File: src/rtl/imem_loader.sv
// imem_loader: writable 16x8 program store for the K2 core.
// A length-prefixed byte stream is written into a flop-based store. Locations
// past the loaded program are padded with the idle instruction. The core is
// held, and sees the idle instruction, until a load completes.
module imem_loader #(
    parameter int              DEPTH     = 16,
    parameter int              AW        = 4,
    parameter int              IW        = 8,
    parameter logic [IW-1:0]   IDLE_INST = 8'b00110000
) (
    input  logic          clk,
    input  logic          reset,
    input  logic          load_start,
    input  logic [IW-1:0] in_data,
    input  logic          in_valid,
    output logic          in_ready,
    input  logic [AW-1:0] addr,
    output logic [IW-1:0] inst,
    output logic          cpu_hold,
    output logic          load_done,
    output logic          load_err,
    output logic [AW:0]   load_count
);

    typedef enum logic [2:0] {
        S_IDLE,
        S_LEN,
        S_DATA,
        S_FILL,
        S_DONE,
        S_ERR
    } state_t;

    state_t        r_state;
    state_t        w_next;

    logic [IW-1:0] r_mem [DEPTH];
    // wptr carries one extra bit so that it can reach DEPTH without wrapping.
    logic [AW:0]   r_wptr;
    logic [AW:0]   r_len;
    logic [AW:0]   r_count;

    logic          w_xfer;
    logic          w_len_ok;
    logic          w_last_data;
    logic          w_last_fill;
    logic          w_len_full;
    logic          w_we;
    logic [IW-1:0] w_wdata;

    assign w_xfer      = in_valid && in_ready;
    assign w_len_ok    = (in_data != '0) && (in_data <= IW'(DEPTH));
    assign w_last_data = ((r_wptr + (AW+1)'(1)) == r_len);
    assign w_last_fill = (r_wptr == (AW+1)'(DEPTH - 1));
    assign w_len_full  = (r_len == (AW+1)'(DEPTH));

    assign in_ready    = (r_state == S_LEN) || (r_state == S_DATA);
    assign cpu_hold    = (r_state != S_DONE);
    assign load_done   = (r_state == S_DONE);
    assign load_err    = (r_state == S_ERR);
    assign load_count  = r_count;

    // Fetch port: idle instruction while the core is held.
    assign inst = cpu_hold ? IDLE_INST : r_mem[addr];

    // State register.
    always_ff @(posedge clk or posedge reset) begin
        if (reset) begin
            r_state <= S_IDLE;
        end else begin
            r_state <= w_next;
        end
    end

    // Next-state logic and store write strobe.
    always_comb begin
        w_next  = r_state;
        w_we    = 1'b0;
        w_wdata = in_data;
        case (r_state)
            S_IDLE: begin
                if (load_start) w_next = S_LEN;
            end
            S_LEN: begin
                if (w_xfer) w_next = w_len_ok ? S_DATA : S_ERR;
            end
            S_DATA: begin
                if (w_xfer) begin
                    w_we = 1'b1;
                    if (w_last_data) w_next = w_len_full ? S_DONE : S_FILL;
                end
            end
            S_FILL: begin
                w_we    = 1'b1;
                w_wdata = IDLE_INST;
                if (w_last_fill) w_next = S_DONE;
            end
            S_DONE: begin
                if (load_start) w_next = S_LEN;
            end
            S_ERR: begin
                if (load_start) w_next = S_LEN;
            end
            default: w_next = S_IDLE;
        endcase
    end

    // Length latch, write pointer and written-word counter.
    always_ff @(posedge clk or posedge reset) begin
        if (reset) begin
            r_len   <= '0;
            r_wptr  <= '0;
            r_count <= '0;
        end else begin
            case (r_state)
                S_LEN: begin
                    if (w_xfer && w_len_ok) begin
                        r_len   <= in_data[AW:0];
                        r_wptr  <= '0;
                        r_count <= '0;
                    end
                end
                S_DATA: begin
                    if (w_xfer) begin
                        r_wptr  <= r_wptr + (AW+1)'(1);
                        r_count <= r_count + (AW+1)'(1);
                    end
                end
                S_FILL: begin
                    r_wptr <= r_wptr + (AW+1)'(1);
                end
                default: begin
                end
            endcase
        end
    end

    // Program store; reset clears every entry to the idle instruction.
    always_ff @(posedge clk or posedge reset) begin
        if (reset) begin
            for (int i = 0; i < DEPTH; i++) r_mem[i] <= IDLE_INST;
        end else if (w_we) begin
            r_mem[r_wptr[AW-1:0]] <= w_wdata;
        end
    end

endmodule
File: config.mk
export PLATFORM = sky130hd
export DESIGN_NAME = imem_loader
export DESIGN_NICKNAME = d
export VERILOG_FILES = /design/src/rtl/imem_loader.sv
export SDC_FILE = /design/constraint.sdc
export NUM_CORES = 1
export LEC_CHECK = 0
export BUFFER_PORTS_ARGS = -buffer_cell sky130_fd_sc_hd__buf_2
export CORE_MARGIN = 3
export CORE_UTILIZATION = 50
export DETAILED_ROUTE_END_ITERATION = 6
export HOLD_SLACK_MARGIN = 0.05
export PLACE_DENSITY = 0.75
export SLEW_MARGIN = 25
export SYNTH_ARGS = -nofsm -noshare
export SYNTH_HDL_FRONTEND = slang
export SYNTH_SLANG_ARGS = --single-unit
File: constraint.sdc
create_clock -name clk -period 4.98 [get_ports clk]
set_input_delay 0 -clock clk [delete_from_list [all_inputs] [get_ports clk]]
set_output_delay 0 -clock clk [all_outputs]
set_load 0.01 [all_outputs]
Word-level counts from Yosys, hierarchy flattened
Index checks and enable logic that the tools add are counted.

storage, ports and cells
  logic and storage cells = 80
  flip-flop bits (word level) = 146
  output and inout bits = 17

operators by class
  order comparisons = 4
  mux-type cells = 23
  eq/ne operators = 15
  reduce and logical (&&, ||, !) cells = 14
  bitwise logic cells = 2
  $add $sub $neg = 2

operators by type and width
  cell                                                         number
  bitwise mux 128 bit                                          1
  2-to-1 mux 8 bit                                             5
  binary-select mux 8 bit (select 4 bit)                       1
  demux 8 bit (select 4 bit)                                   1
  2-to-1 mux 3 bit                                             7
  2-to-1 mux 5 bit                                             3
  case mux 5 bit (3 select lines)                              1
  case mux 3 bit (4 select lines)                              1
  adder 5 x 1 -> 5 bit (second input constant)                 2
  greater-or-equal comparator 5 bit (second input constant)    2
  inverter 4 -> 5 bit                                          2
  case mux 5 bit (2 select lines)                              1
  <= comparator 8 x 5 -> 1 bit (second input constant)         1
  inequality test 2 bit (second input constant)                4
  nonzero test 8 bit                                           1
  == test 3 x 2 -> 1 bit (second input constant)               2
  == test 3 bit (second input constant)                        2
  AND reduction 3 bit                                          2
  == test 5 x 4 -> 1 bit (second input constant)               1
  == test 5 bit                                                1
  == test 5 bit (second input constant)                        1
  less-than comparator 5 x 1 -> 1 bit (second input constant)  1
  AND reduction 5 bit                                          1
  logical AND 1 bit                                            4
  11 further kinds                                             12

Longest topological paths before layout
Gate-level depths: netlist of run 1.

  depth after elaboration = 6
  gate-level depth with buffers = 8

Least setup slack after synthesis of run 1
No wires, ideal clock.

  path type = reg-to-reg
  start = register r_wptr[0]
  end = register r_state[1]
  buffers on the path = 0
  arrival = 1.747 ns
  data required time = 4.850 ns
  period minus slack after synthesis = 1.877 ns
  setup slack = 3.103 ns
  library setup time = 0.130 ns
  stages on the path, launching flop included = 8
  path through = dfrtp_1 > ha_1 > and3_1 > ha_1 > xor2_1 > nand4_1 > o31ai_1 > a31oi_1

between the ends
  word-level cells in the longest chain between the ends = 4
  elaborated cells on any way between the ends = 6
  classes of those cells = add/sub (1); eq/ne (4); reduce/logical (1)

ends and longest elaborated chain
  what                             RTL line  source
  start, declared                  39        logic [AW:0] r_wptr;
  start signal, assigned           125       r_wptr <= r_wptr + (AW+1)'(1);
  start signal, assigned           130       r_wptr <= r_wptr + (AW+1)'(1);
  adder 5 x 1 -> 5 bit             53        assign w_last_data = ((r_wptr + (AW+1)'(1)) == r_len);
  == test 5 bit                    53
  inequality test 2 bit (no line)  -
  AND reduction 5 bit (no line) *  -
  end signal, assigned             71        r_state <= w_next;
  end, declared                    34        state_t r_state;

Every way passes the cells marked *; elsewhere a longest branch is shown, timed or not.
A chain may end at the register's enable or synchronous reset.

Worst setup path in the final report of run 1
  start = register r_state[1]
  end = register r_mem[10] (netlist name)

between the ends
  word-level cells in the longest chain between the ends = 5
  elaborated cells on any way between the ends = 9
  classes of those cells = eq/ne (3); mux (4); reduce/logical (2)

ends and longest elaborated chain
  what                                                                     RTL line  source
  == test 3 x 1 -> 1 bit / == test 3 x 2 -> 1 bit (equally long branches)  57, 80
  logical OR 1 bit                                                         57        assign in_ready = (r_state == S_LEN) || (r_state == S_DATA);
  logical AND 1 bit                                                        51        assign w_xfer = in_valid && in_ready;
  2-to-1 mux 1 bit                                                         88        if (w_xfer) begin
  case mux 1 bit (2 select lines)                                          80        case (r_state)
  end signal, assigned by index                                            143       r_mem[r_wptr[AW-1:0]] <= w_wdata;
  end, declared                                                            37        logic [IW-1:0] r_mem [DEPTH];

Parallel ways exist; a longest one is shown, timed or not.

==> PnR_summary.wiki, run 1 <==
{| class="wikitable"
! Metric !! Value
|-
| Worst Path Required || 5.28 ns
|-
| Transition time of the tightest slew-check pin || 0.896 ns
|-
| Worst clock skew on the final layout || 0.00602 ns
|-
| YS warnings || 0
|-
| Maximum net fanout on the critical path || 22
|-
| Final Net Count || 674
|-
| Final worst-path cycle share || 54.9%
|-
| Number of port buffers || 32
|-
| Leakage power summed over all cells || 3.32 nW
|-
| Synthesized Nets || 658
|-
| Cell Area, Placed || 7080 µm²
|-
| Drt wl/cell || 18.9 µm
|-
| Internal || 3.06 mW
|-
| Maximum level of the CTS H-tree || 4
|-
| Clock slew at reported path FFs || 0.06 ns
|-
| Number of DRC violations after detailed routing || 0
|-
| Area of the mapped netlist || 6880 µm²
|-
| Number of antenna violations at the first check in global routing || 0
|-
| Worst hold slack || 0.275 ns
|-
| Height of the die || 123 µm
|-
| Floorplan row count || 42
|-
| Number of synthesized register bits || 146
|-
| Number of pins with negative max-slew slack in the final report || 0
|-
| Number of enable flip-flop cells after synthesis || 0
|-
| Fraction of synthesis flops using an asynchronous set or reset pin || 100%
|-
| Post-Layout Cell Count || 839
|-
| Post-CTS setup buffer count || 0
|-
| P&R area growth vs syn || 12.4%
|-
| Share of the yosys chip area belonging to registers || 53.7%
|-
| CP Launch Type || flip-flop
|-
| Placed cell count || 800
|-
| Drt via density || 5.95
|-
| First drt pass iteration count || 5
|-
| # diodes || 0
|-
| Relative contribution of sequential cells to total power || 44.5%
|-
| Switching power || 1.57 mW
|-
| TritonCTS clock tree || built
|-
| Global-route usage over all layers || 22.6%
|-
| Achievable Freq || 0.365 GHz
|-
| Endpoints failing hold || 0
|-
| Number of buffers created by CTS || 17
|-
| Number of primary I/O pins || 33
|-
| Die area || 15,200 µm²
|-
| Gate Count Post-Synth || 636
|-
| Global-route wire length before repair || 26.0 mm
|-
| Combinational fraction of design power || 29.5%
|-
| Final Setup Violations || 0
|-
| Average cell area after synthesis || 10.8 µm²
|-
| Commonest register cell after synthesis || sky130_fd_sc_hd__dfrtp_1
|-
| Worst Setup Path Type || reg2reg
|-
| Ratio of total power to cell area || 599 nW/µm²
|-
| Global placer's final weighted congestion || 0.813
|-
| Reg-to-Reg Start || r_state[1]
|-
| CTS Root Buffer Type || sky130_fd_sc_hd__clkbuf_16
|-
| Total overflow reported by the global router || 0
|-
| Commonest cells after routing, fill and taps aside || sky130_fd_sc_hd__nand2_1, sky130_fd_sc_hd__dfrtp_1, sky130_fd_sc_hd__o21ai_0
|-
| Largest net degree at the start of global routing || 86
|-
| Class of the tightest hold or removal check || in2async
|-
| Post-route standard cell area excluding fillers || 7730 µm²
|-
| Max rail drop VDD || 310 µV
|-
| Post-layout min period || 2.74 ns
|-
| Category of the worst setup path capture point || flip-flop
|-
| Number of vias after detailed routing || 4,996
|-
| 1st-iter DRT viols || 563
|-
| Clk_lat worst skew || 0.42 ns
|-
| Fraction of final layout cells with drive strength greater than 1 || 20.5%
|-
| Fraction of power spent switching nets || 34.0%
|-
| Post-synth cell types || 55
|-
| Die boundary width || 123 µm
|-
| Total power || 4.63 mW
|-
| Leading cell type in the layout, fill and taps excluded || sky130_fd_sc_hd__nand2_1
|-
| Result of the run || finished, final reports clean
|-
| Worst setup path startpoint || r_state[1]
|-
| Share of power burned in the clock network || 26.0%
|-
| Number of global-route vias before repair || 5,024
|-
| Headroom to the max-slew limit || 40.3%
|-
| Core outline area || 13,300 µm²
|-
| TritonCTS sink count || 146
|-
| Total Routed Length || 15.8 mm
|-
| Detail Placement HPWL || 10.5 mm
|-
| Initial Utilization || 51.5%
|-
| Worst endpoint data arrival time || 3.04 ns
|-
| Maximum buffer depth of the clock tree || 2
|-
| Summed negative setup slack over all endpoints || 0 ns
|-
| RSZ-0062 raised after global routing || no
|-
| Final ANT Viol Nets || 0
|-
| Count of maximum capacitance violations || 0
|}
## power by group through the flow
stage | registers (mW) | clock network [mW] | logic [mW]
2_1_floorplan | 1.93 | 0 | 1.11
4_1_cts | 2.05 | 1.21 | 1.37
3_3_place_gp | 2.03 | 0 | 1.29
6_report | 2.06 | 1.20 | 1.37
3_5_place_dp | 2.07 | 0 | 1.36
5_1_grt | 2.12 | 1.27 | 1.54
## cells in the mapped netlist (2+ instances only)
master                      count  area [µm²]
sky130_fd_sc_hd__xor2_1         3        26.3
sky130_fd_sc_hd__dfrtp_1      114        2850
sky130_fd_sc_hd__mux4_2        32         721
sky130_fd_sc_hd__inv_1          6        22.5
sky130_fd_sc_hd__o21ai_1       47         235
sky130_fd_sc_hd__clkbuf_1      25        93.8
sky130_fd_sc_hd__xnor2_1        4        35.0
sky130_fd_sc_hd__a2111oi_0      2        17.5
sky130_fd_sc_hd__nand3_1        6        30.0
sky130_fd_sc_hd__buf_4          2        15.0
sky130_fd_sc_hd__nor2b_1        6        37.5
sky130_fd_sc_hd__nor2_1         5        18.8
sky130_fd_sc_hd__mux2_1         5        56.3
sky130_fd_sc_hd__buf_2         16        80.1
sky130_fd_sc_hd__nand2_1      141         529
sky130_fd_sc_hd__a31oi_1        6        37.5
sky130_fd_sc_hd__nor3b_1        3        22.5
sky130_fd_sc_hd__dfstp_2       32         841
sky130_fd_sc_hd__o22ai_1        6        37.5
sky130_fd_sc_hd__a21oi_1        5        25.0
sky130_fd_sc_hd__or2_1          2        12.5
sky130_fd_sc_hd__buf_1          3        11.3
sky130_fd_sc_hd__o31ai_1        2        15.0
sky130_fd_sc_hd__ha_1           6        75.1
sky130_fd_sc_hd__mux2i_1       16         160
sky130_fd_sc_hd__nand4_1       20         125
sky130_fd_sc_hd__o21ai_0       85         425
sky130_fd_sc_hd__inv_2          2        7.51
sky130_fd_sc_hd__a22o_1         3        26.3
sky130_fd_sc_hd__o21bai_1       3        22.5
sky130_fd_sc_hd__nand2b_1       3        18.8
sky130_fd_sc_hd__and2_1         2        12.5
## layout make-up
class                   instances  area [µm²]
fillers                      1100        5620
flip-flops and latches        146        3690
multi-input cells             436        2960
clock buffers                  24         502
repair buffers                 43         265
well taps                     176         220
clock inverters                 6        53.8
inverters                       8        35.0
## worst max-delay path: stages, from the launching register on
cell and delay (ns):
sky130_fd_sc_hd__dfrtp_1 0.73, sky130_fd_sc_hd__and2b_1 0.67, sky130_fd_sc_hd__nand4_1 0.72, sky130_fd_sc_hd__o21ai_0 0.48
## through the flow
| stage | setup slack [ns] | utilization, % |
|---|---|---|
| finish | 2.24 | 57.9 |
| global route | 2.06 | 57.9 |
| CTS | 2.28 | 57.9 |
| detailed placement | 2.30 | 53.1 |
| global placement | 2.52 | 53.0 |
| floorplan | 1.11 | - |
## state kept, by name, summed over array words and instances, names as in the netlist
signal / flops
r_mem: 128
load_count: 5
r_len: 5
r_wptr: 5
r_state: 3
## final timing paths
kind	endpoint	slack (ns)	depth (start not counted)
worst max-delay path	r_mem[10]	2.24	3
worst min-delay path	r_mem[3]	0.28	3
worst max register to register	r_mem[10]	2.24	3
worst min register to register	r_mem[109]	0.46	2
max in group asynchronous	r_mem[14]	3.47	4
min in group clk	r_mem[39]	0.32	3
## routing by layer
layer	vias up	GRT usage, %	wire length, µm
li1	2316	-	-
met1	2499	29.3	6600
met2	144	37.4	7990
met3	37	4.25	789
met4	0	9.90	468
met5	-	0	0
## kinds of logic (layout without fill, tap and decap cells)
family / count (synthesis) / after routing / synth area share [%]
flip-flops: 146 / 146 / 53.7
XOR/XNOR: 8 / 8 / 1.22
adder cells (fa/ha/maj): 6 / 6 / 1.09
buffers and inverters: 54 / 81 / 3.35
multiplexers: 54 / 54 / 13.8
AND/OR/NAND/NOR: 200 / 200 / 13.4
AO/OA/AOI/OAI: 168 / 168 / 13.4
## what timing repair did
item	4_1_cts	5_1_grt
hold endpoints to repair	104	0
hold buffers	9	0
resized for setup	0	0
Note: power is estimated with default switching activity, not from simulation.
==> run 2: changes to the inputs <==
--- a/config.mk
+++ b/config.mk
@@ -5,6 +5,7 @@
 export SDC_FILE = /design/constraint.sdc
 export NUM_CORES = 1
 export LEC_CHECK = 0
+export ABC_AREA = 1
 export BUFFER_PORTS_ARGS = -buffer_cell sky130_fd_sc_hd__buf_2
 export CORE_MARGIN = 3
 export CORE_UTILIZATION = 50
==> constraint.sdc (replaced) <==
create_clock -name clk -period 2.68 [get_ports clk]
set_input_delay 0 -clock clk [delete_from_list [all_inputs] [get_ports clk]]
set_output_delay 0 -clock clk [all_outputs]
set_load 0.01 [all_outputs]
==> PnR_summary.wiki, run 2 <==
{| class="wikitable"
! Metric !! Value
|-
| Post-CTS setup buffer count || 0
|-
| Summed negative setup slack over all endpoints || 0 ns
|-
| Gate Count Post-Synth || 938
|-
| Post-synth cell types || 39
|-
| Total Routed Length || 19.7 mm
|-
| Die boundary width || 131 µm
|-
| Clock slew at reported path FFs || 0.06 ns
|-
| Commonest cells after routing, fill and taps aside || sky130_fd_sc_hd__nand2_1, sky130_fd_sc_hd__o21ai_0, sky130_fd_sc_hd__dfrtp_1
|-
| 1st-iter DRT viols || 487
|-
| HP Start || load_start
|-
| Number of vias after detailed routing || 6,447
|-
| Worst Setup Path Type || reg2reg
|-
| Relative contribution of sequential cells to total power || 40.0%
|-
| Yosys top cell area share || 36.7%
|-
| Worst hold slack || 0.109 ns
|-
| Reg-to-Reg Start || r_wptr[0]
|-
| Number of antenna violations at the first check in global routing || 0
|-
| Internal || 4.44 mW
|-
| Global placer's final weighted congestion || 0.862
|-
| Fraction of final layout cells with drive strength greater than 1 || 16.0%
|-
| Most frequent cells after synthesis || sky130_fd_sc_hd__nand2_1, sky130_fd_sc_hd__o21ai_0, sky130_fd_sc_hd__dfrtp_1, sky130_fd_sc_hd__inv_1, sky130_fd_sc_hd__nand3_1
|-
| Largest net degree at the start of global routing || 147
|-
| Min-Delay Endpoint || r_state[2]
|-
| Min-Delay Path Depth || 5
|-
| Achievable Freq || 0.496 GHz
|-
| End-of-flow core utilization || 58.7%
|-
| Leakage power summed over all cells || 4.43 nW
|-
| Area of the mapped netlist || 7770 µm²
|-
| TritonCTS clock tree || built
|-
| Share of the yosys chip area belonging to registers || 47.5%
|-
| Combinational fraction of design power || 16.7%
|-
| Number of primary I/O pins || 33
|-
| YS warnings || 0
|-
| Post-Layout Cell Count || 1,154
|-
| Detail Placement HPWL || 12.1 mm
|-
| Number of buffers created by CTS || 17
|-
| Number of synthesized register bits || 146
|-
| Maximum net fanout on the critical path || 8
|-
| Drt via density || 5.59
|-
| TritonCTS sink count || 146
|-
| Leading cell type by number of instances after synthesis || sky130_fd_sc_hd__nand2_1
|-
| Largest area contributor in the synthesized netlist || sky130_fd_sc_hd__dfrtp_1
|-
| Synthesized Nets || 960
|-
| Leading cell type in the layout, fill and taps excluded || sky130_fd_sc_hd__nand2_1
|-
| Clk_lat worst skew || 0.43 ns
|-
| First drt pass iteration count || 5
|-
| Post-layout min period || 2.02 ns
|-
| Global-route usage over all layers || 24.7%
|-
| Register with the highest flop count || r_mem
|-
| Worst clock skew on the final layout || 0.00673 ns
|-
| Final ANT Viol Nets || 0
|-
| Final critical-path setup slack || 0.662 ns
|-
| Count of maximum capacitance violations || 0
|-
| Headroom to the max-slew limit || 39.9%
|-
| Worst-case register-to-register setup slack || 0.66 ns
|-
| Die area || 17,100 µm²
|-
| Max rail drop VDD || 471 µV
|-
| Global-route wire length before repair || 32.4 mm
|-
| Result of the run || finished, final reports clean
|-
| Switching power || 1.77 mW
|-
| # diodes || 0
|-
| P&R area growth vs syn || 12.2%
|-
| Cell count of the worst reg-to-reg path || 14
|-
| Floorplan row count || 44
|-
| Maximum buffer depth of the clock tree || 2
|-
| Fraction of synthesis flops using an asynchronous set or reset pin || 100%
|-
| Worst endpoint data arrival time || 2.34 ns
|-
| Flip-flop count of the largest register, all copies and words added || 128
|-
| Final Setup Violations || 0
|-
| RSZ-0062 raised after global routing || no
|-
| CP Launch Type || flip-flop
|-
| Main area contributors after synthesis || sky130_fd_sc_hd__dfrtp_1, sky130_fd_sc_hd__nand2_1, sky130_fd_sc_hd__dfstp_2
|-
| Number of enable flip-flop cells after synthesis || 0
|-
| CTS Root Buffer Type || sky130_fd_sc_hd__clkbuf_16
|-
| Height of the die || 131 µm
|-
| Commonest register cell after synthesis || sky130_fd_sc_hd__dfrtp_1
|-
| Worst Path Required || 3.00 ns
|-
| Share of power burned in the clock network || 43.4%
|-
| Number of DRC violations after detailed routing || 0
|-
| Maximum level of the CTS H-tree || 4
|-
| Transition time of the tightest slew-check pin || 0.902 ns
|-
| Worst slack, placed || 0.738 ns
|-
| Total overflow reported by the global router || 0
|-
| Core outline area || 14,900 µm²
|-
| Placed cell count || 1,112
|-
| Class of the tightest hold or removal check || in2reg
|-
| Number of global-route vias before repair || 6,245
|-
| Final Net Count || 979
|-
| Average cell area after synthesis || 8.29 µm²
|-
| Category of the worst setup path capture point || flip-flop
|-
| Drt wl/cell || 17.0 µm
|-
| Number of port buffers || 32
|-
| Endpoints failing hold || 0
|-
| Ratio of total power to cell area || 711 nW/µm²
|-
| Initial Utilization || 52.3%
|-
| Final worst-path cycle share || 75.3%
|-
| Worst reg2reg path endpoint || r_state[0]
|-
| Number of pins with negative max-slew slack in the final report || 0
|-
| Fraction of power spent switching nets || 28.5%
|}
-- run 2: cell count changes in the layout (fill, tap and decap cells not counted), sizes merged, moves of 10 or more --
cell / previous run / this run
mux4: 32 / 0
nand4: 20 / 2
a21oi: 5 / 49
nand2: 141 / 258
nor2: 5 / 41
nand3: 6 / 68
o21ai: 132 / 162
inv: 8 / 95
mux2i: 16 / 0
o211ai: 1 / 23
a31oi: 6 / 16
-- run 2: area by class of cell --
| cell class | count | area [µm²] |
|---|---|---|
| Clock inverter | 11 | 208 |
| Inverter | 99 | 383 |
| Multi-Input combinational cell | 643 | 3410 |
| Tap cell | 184 | 230 |
| Clock buffer | 21 | 450 |
| Timing Repair Buffer | 50 | 348 |
| Fill cell | 1344 | 6140 |
| Sequential cell | 146 | 3690 |
-- run 2: power by group through the flow --
stage                     Clock [mW]  Combinational (mW)  Sequential (mW)
final                           2.69                1.03             2.48
after CTS                       2.71                1.04             2.48
after global routing            2.81                1.15             2.50
after detailed placement           0                1.01             2.51
after floorplan                    0               0.730             2.48
after global placement             0               0.997             2.51
-- run 2: worst max path at each step --
stage,cells past startpoint,from,slack [ns],endpoint
finish,14,r_wptr[0],0.66,r_state[0]
global route,14,r_wptr[0],0.45,r_state[0]
CTS,14,r_wptr[0],0.67,r_state[0]
detailed placement,14,r_wptr[0],0.74,r_state[0]
global placement,14,r_wptr[0],0.79,r_state[0]
floorplan,15,r_wptr[2],0.61,r_state[0]
-- run 2: what timing repair did --
action	4_1_cts	5_1_grt
setup endpoints to repair	0	0
resized for setup	0	0
hold endpoints to repair	153	0
hold buffers	10	0
-- run 2: critical path, stage by stage (launching register included) --
cell                      delay (ns)
sky130_fd_sc_hd__dfrtp_1        0.47
sky130_fd_sc_hd__ha_1           0.22
sky130_fd_sc_hd__inv_1          0.06
sky130_fd_sc_hd__nor2_1         0.14
sky130_fd_sc_hd__ha_1           0.26
sky130_fd_sc_hd__inv_1          0.08
sky130_fd_sc_hd__nand2_1        0.05
sky130_fd_sc_hd__nand2_1        0.06
sky130_fd_sc_hd__nand3_1        0.07
sky130_fd_sc_hd__nor2_1         0.09
sky130_fd_sc_hd__nand2_1        0.06
sky130_fd_sc_hd__nand2_1        0.11
sky130_fd_sc_hd__nand2_1        0.10
sky130_fd_sc_hd__nand2_1        0.07
sky130_fd_sc_hd__nand2_1        0.05
-- run 2: routing by layer --
metal / global-route usage, % / up-vias / part of all wire, %
li1: - / 3134 / -
met1: 32.0 / 3053 / 43
met2: 40.7 / 221 / 49
met3: 4.76 / 39 / 6.1
met4: 10.4 / 0 / 2.4
met5: 0 / - / 0
-- run 2: cell families (layout without fill, tap and decap cells) --
| kind of cell | Yosys count | after routing | synth area share (%) |
|---|---|---|---|
| AND/OR/NAND/NOR | 381 | 381 | 24.6 |
| AO/OA/AOI/OAI | 252 | 252 | 17.8 |
| buffers and inverters | 149 | 181 | 8.63 |
| flip-flops | 146 | 146 | 47.5 |
| adder cells (fa/ha/maj) | 6 | 6 | 0.966 |
| XOR/XNOR | 3 | 3 | 0.338 |
| multiplexers | 1 | 1 | 0.145 |
-- run 2: per-stage QoR --
stage / area [µm²] / total power [mW]
after global routing: 8720 / 6.47
after global placement: 7970 / 3.50
final: 8720 / 6.21
after detailed placement: 7970 / 3.52
after floorplan: 7780 / 3.21
after CTS: 8720 / 6.22
==> run 3: changes to the inputs <==
--- a/config.mk
+++ b/config.mk
@@ -11,7 +11,7 @@
 export CORE_UTILIZATION = 50
 export DETAILED_ROUTE_END_ITERATION = 6
 export HOLD_SLACK_MARGIN = 0.05
-export PLACE_DENSITY = 0.75
+export PLACE_DENSITY = 0.77
 export SLEW_MARGIN = 25
 export SYNTH_ARGS = -nofsm -noshare
 export SYNTH_HDL_FRONTEND = slang
==> constraint.sdc (replaced) <==
create_clock -name clk -period 1.82 [get_ports clk]
set_input_delay 0 -clock clk [delete_from_list [all_inputs] [get_ports clk]]
set_output_delay 0 -clock clk [all_outputs]
set_load 0.01 [all_outputs]
==> PnR_summary.wiki, run 3 (synthesis gave the netlist of run 2 again) <==
{| class="wikitable"
! Metric !! Value
|-
| Result of the run || finished, final reports clean
|-
| RSZ-0062 raised after global routing || yes
|-
| Category of the worst setup path capture point || flip-flop
|-
| Maximum buffer depth of the clock tree || 2
|-
| Cell Area, Placed || 8230 µm²
|-
| Global-route usage over all layers || 24.3%
|-
| Number of buffers created by CTS || 17
|-
| Height of the die || 131 µm
|-
| Number of primary I/O pins || 33
|-
| Clk_lat worst skew || 0.42 ns
|-
| Total power || 8.89 mW
|-
| Final worst-path cycle share || 98.4%
|-
| Leakage power summed over all cells || 4.56 nW
|-
| Achievable Freq || 0.558 GHz
|-
| Worst Path Required || 2.13 ns
|-
| Drt via density || 5.59
|-
| Core outline area || 14,900 µm²
|-
| Transition time of the tightest slew-check pin || 0.527 ns
|-
| Number of antenna violations at the first check in global routing || 0
|-
| Drt wl/cell || 16.7 µm
|-
| Relative contribution of sequential cells to total power || 41.0%
|-
| Worst clock skew on the final layout || 0.00780 ns
|-
| Final Setup Violations || 0
|-
| Clock slew at reported path FFs || 0.06 ns
|-
| Number of DRC violations after detailed routing || 0
|-
| Switching power || 2.65 mW
|-
| Worst endpoint data arrival time || 2.10 ns
|-
| Internal || 6.24 mW
|-
| Global placer's final weighted congestion || 0.851
|-
| Number of vias after detailed routing || 6,623
|-
| Final Net Count || 1,010
|-
| CP Launch Type || flip-flop
|-
| # diodes || 0
|-
| Fraction of final layout cells with drive strength greater than 1 || 20.3%
|-
| Die area || 17,100 µm²
|-
| Summed negative setup slack over all endpoints || 0 ns
|-
| Ratio of total power to cell area || 990 nW/µm²
|-
| Register with the highest flop count || r_mem
|-
| Global-route wire length before repair || 32.1 mm
|-
| Flip-flop count of the largest register, all copies and words added || 128
|-
| Class of the tightest hold or removal check || in2async
|-
| Die boundary width || 131 µm
|-
| Worst slack, placed || -0.00312 ns
|-
| First drt pass iteration count || 5
|-
| Number of global-route vias before repair || 6,233
|-
| Total Routed Length || 19.7 mm
|-
| TritonCTS sink count || 146
|-
| Maximum net fanout on the critical path || 4
|-
| Detail Placement HPWL || 12.9 mm
|-
| Number of pins with negative max-slew slack in the final report || 0
|-
| Endpoints failing hold || 0
|-
| 1st-iter DRT viols || 540
|-
| Post-layout min period || 1.79 ns
|-
| Maximum level of the CTS H-tree || 4
|-
| Post-route standard cell area excluding fillers || 8980 µm²
|-
| P&R area growth vs syn || 15.5%
|-
| Max rail drop VDD || 678 µV
|-
| CTS Root Buffer Type || sky130_fd_sc_hd__clkbuf_16
|-
| Floorplan row count || 44
|-
| Commonest cells after routing, fill and taps aside || sky130_fd_sc_hd__nand2_1, sky130_fd_sc_hd__o21ai_0, sky130_fd_sc_hd__dfrtp_1
|-
| Count of maximum capacitance violations || 0
|-
| Final ANT Viol Nets || 0
|-
| Share of power burned in the clock network || 40.8%
|-
| Worst Setup Path Type || reg2reg
|-
| Largest net degree at the start of global routing || 98
|-
| Fraction of power spent switching nets || 29.8%
|-
| Final critical-path setup slack || 0.0286 ns
|-
| Initial Utilization || 52.3%
|-
| Leading cell type in the layout, fill and taps excluded || sky130_fd_sc_hd__nand2_1
|-
| Headroom to the max-slew limit || 64.9%
|-
| Number of port buffers || 32
|-
| TritonCTS clock tree || built
|-
| Total overflow reported by the global router || 0
|-
| Combinational fraction of design power || 18.2%
|}
run 3: changes by cell type in the layout (fill, tap and decap cells not counted), sizes merged:
cell         before  now
buf              40   72
clkbuf           21   19
dlygate4sd3      10    9
bufinv            6    3
inv              95   97
clkinv            7   10
run 3: final cells by class:
class	count	area [µm²]
fill	1255	5880
sequential	146	3700
clock buffer	19	453
inverter	99	385
tap	184	230
multi-input combinational	643	3440
clock inverter	13	158
timing repair buffer	81	616
run 3: repair_timing:
item / 4_1_cts / 5_1_grt
endpoints found under the hold margin: 140 / 0
setup endpoints to repair: 3 / 17
pin swaps: 0 / 11
setup buffers: 0 / 3
hold buffers: 9 / 0
gates resized for setup: 1 / 14
cloned: 0 / 0
run 3: final timing paths:
kind / from / cells after the start / end / slack, ns
min: reset / 3 / r_mem[10] / 0.06
max: r_wptr[1] / 14 / r_state[0] / 0.03
max reg2reg: r_wptr[1] / 14 / r_state[0] / 0.03
min in group clk: in_data[6] / 6 / r_state[1] / 0.09
min reg2reg: r_mem[25] / 2 / r_mem[25] / 0.48
max in group asynchronous: reset / 4 / r_state[2] / 0.96
run 3: layer usage:
layer | track usage, % | vias up | part of all wire (%)
li1 | - | 3199 | -
met1 | 33.5 | 3154 | 43
met2 | 38.1 | 232 | 48
met3 | 5.33 | 38 | 6.8
met4 | 8.35 | 0 | 2.4
met5 | 0 | - | 0
run 3: critical path, stage by stage (launching register included):
cell and delay [ns]:
sky130_fd_sc_hd__dfrtp_1 0.40, sky130_fd_sc_hd__ha_2 0.21, sky130_fd_sc_hd__inv_2 0.06, sky130_fd_sc_hd__nor2_2 0.03, sky130_fd_sc_hd__ha_1 0.31, sky130_fd_sc_hd__inv_2 0.06, sky130_fd_sc_hd__nand2_1 0.04, sky130_fd_sc_hd__nand2_1 0.05
sky130_fd_sc_hd__nand3_1 0.06, sky130_fd_sc_hd__nor2_1 0.10, sky130_fd_sc_hd__nand2_1 0.07, sky130_fd_sc_hd__nand2_2 0.09, sky130_fd_sc_hd__nand2_2 0.08, sky130_fd_sc_hd__nand2_1 0.07, sky130_fd_sc_hd__nand2_1 0.05
run 3: through the flow:
step                util, %  hold WS, ns  instances
floorplan                 -        0.121        938
global placement       55.4      -0.0505       1141
detailed placement     55.4      -0.0525       1141
CTS                    60.1       0.0635       1182
global route           60.4       0.0945       1185
finish                 60.4       0.0627       1185
run 3: power by group through the flow:
stage	clock network [mW]	registers [mW]	logic, mW
2_1_floorplan	0	3.65	1.07
3_3_place_gp	0	3.68	1.54
3_5_place_dp	0	3.69	1.56
4_1_cts	3.65	3.63	1.59
5_1_grt	3.79	3.67	1.80
6_report	3.62	3.65	1.62
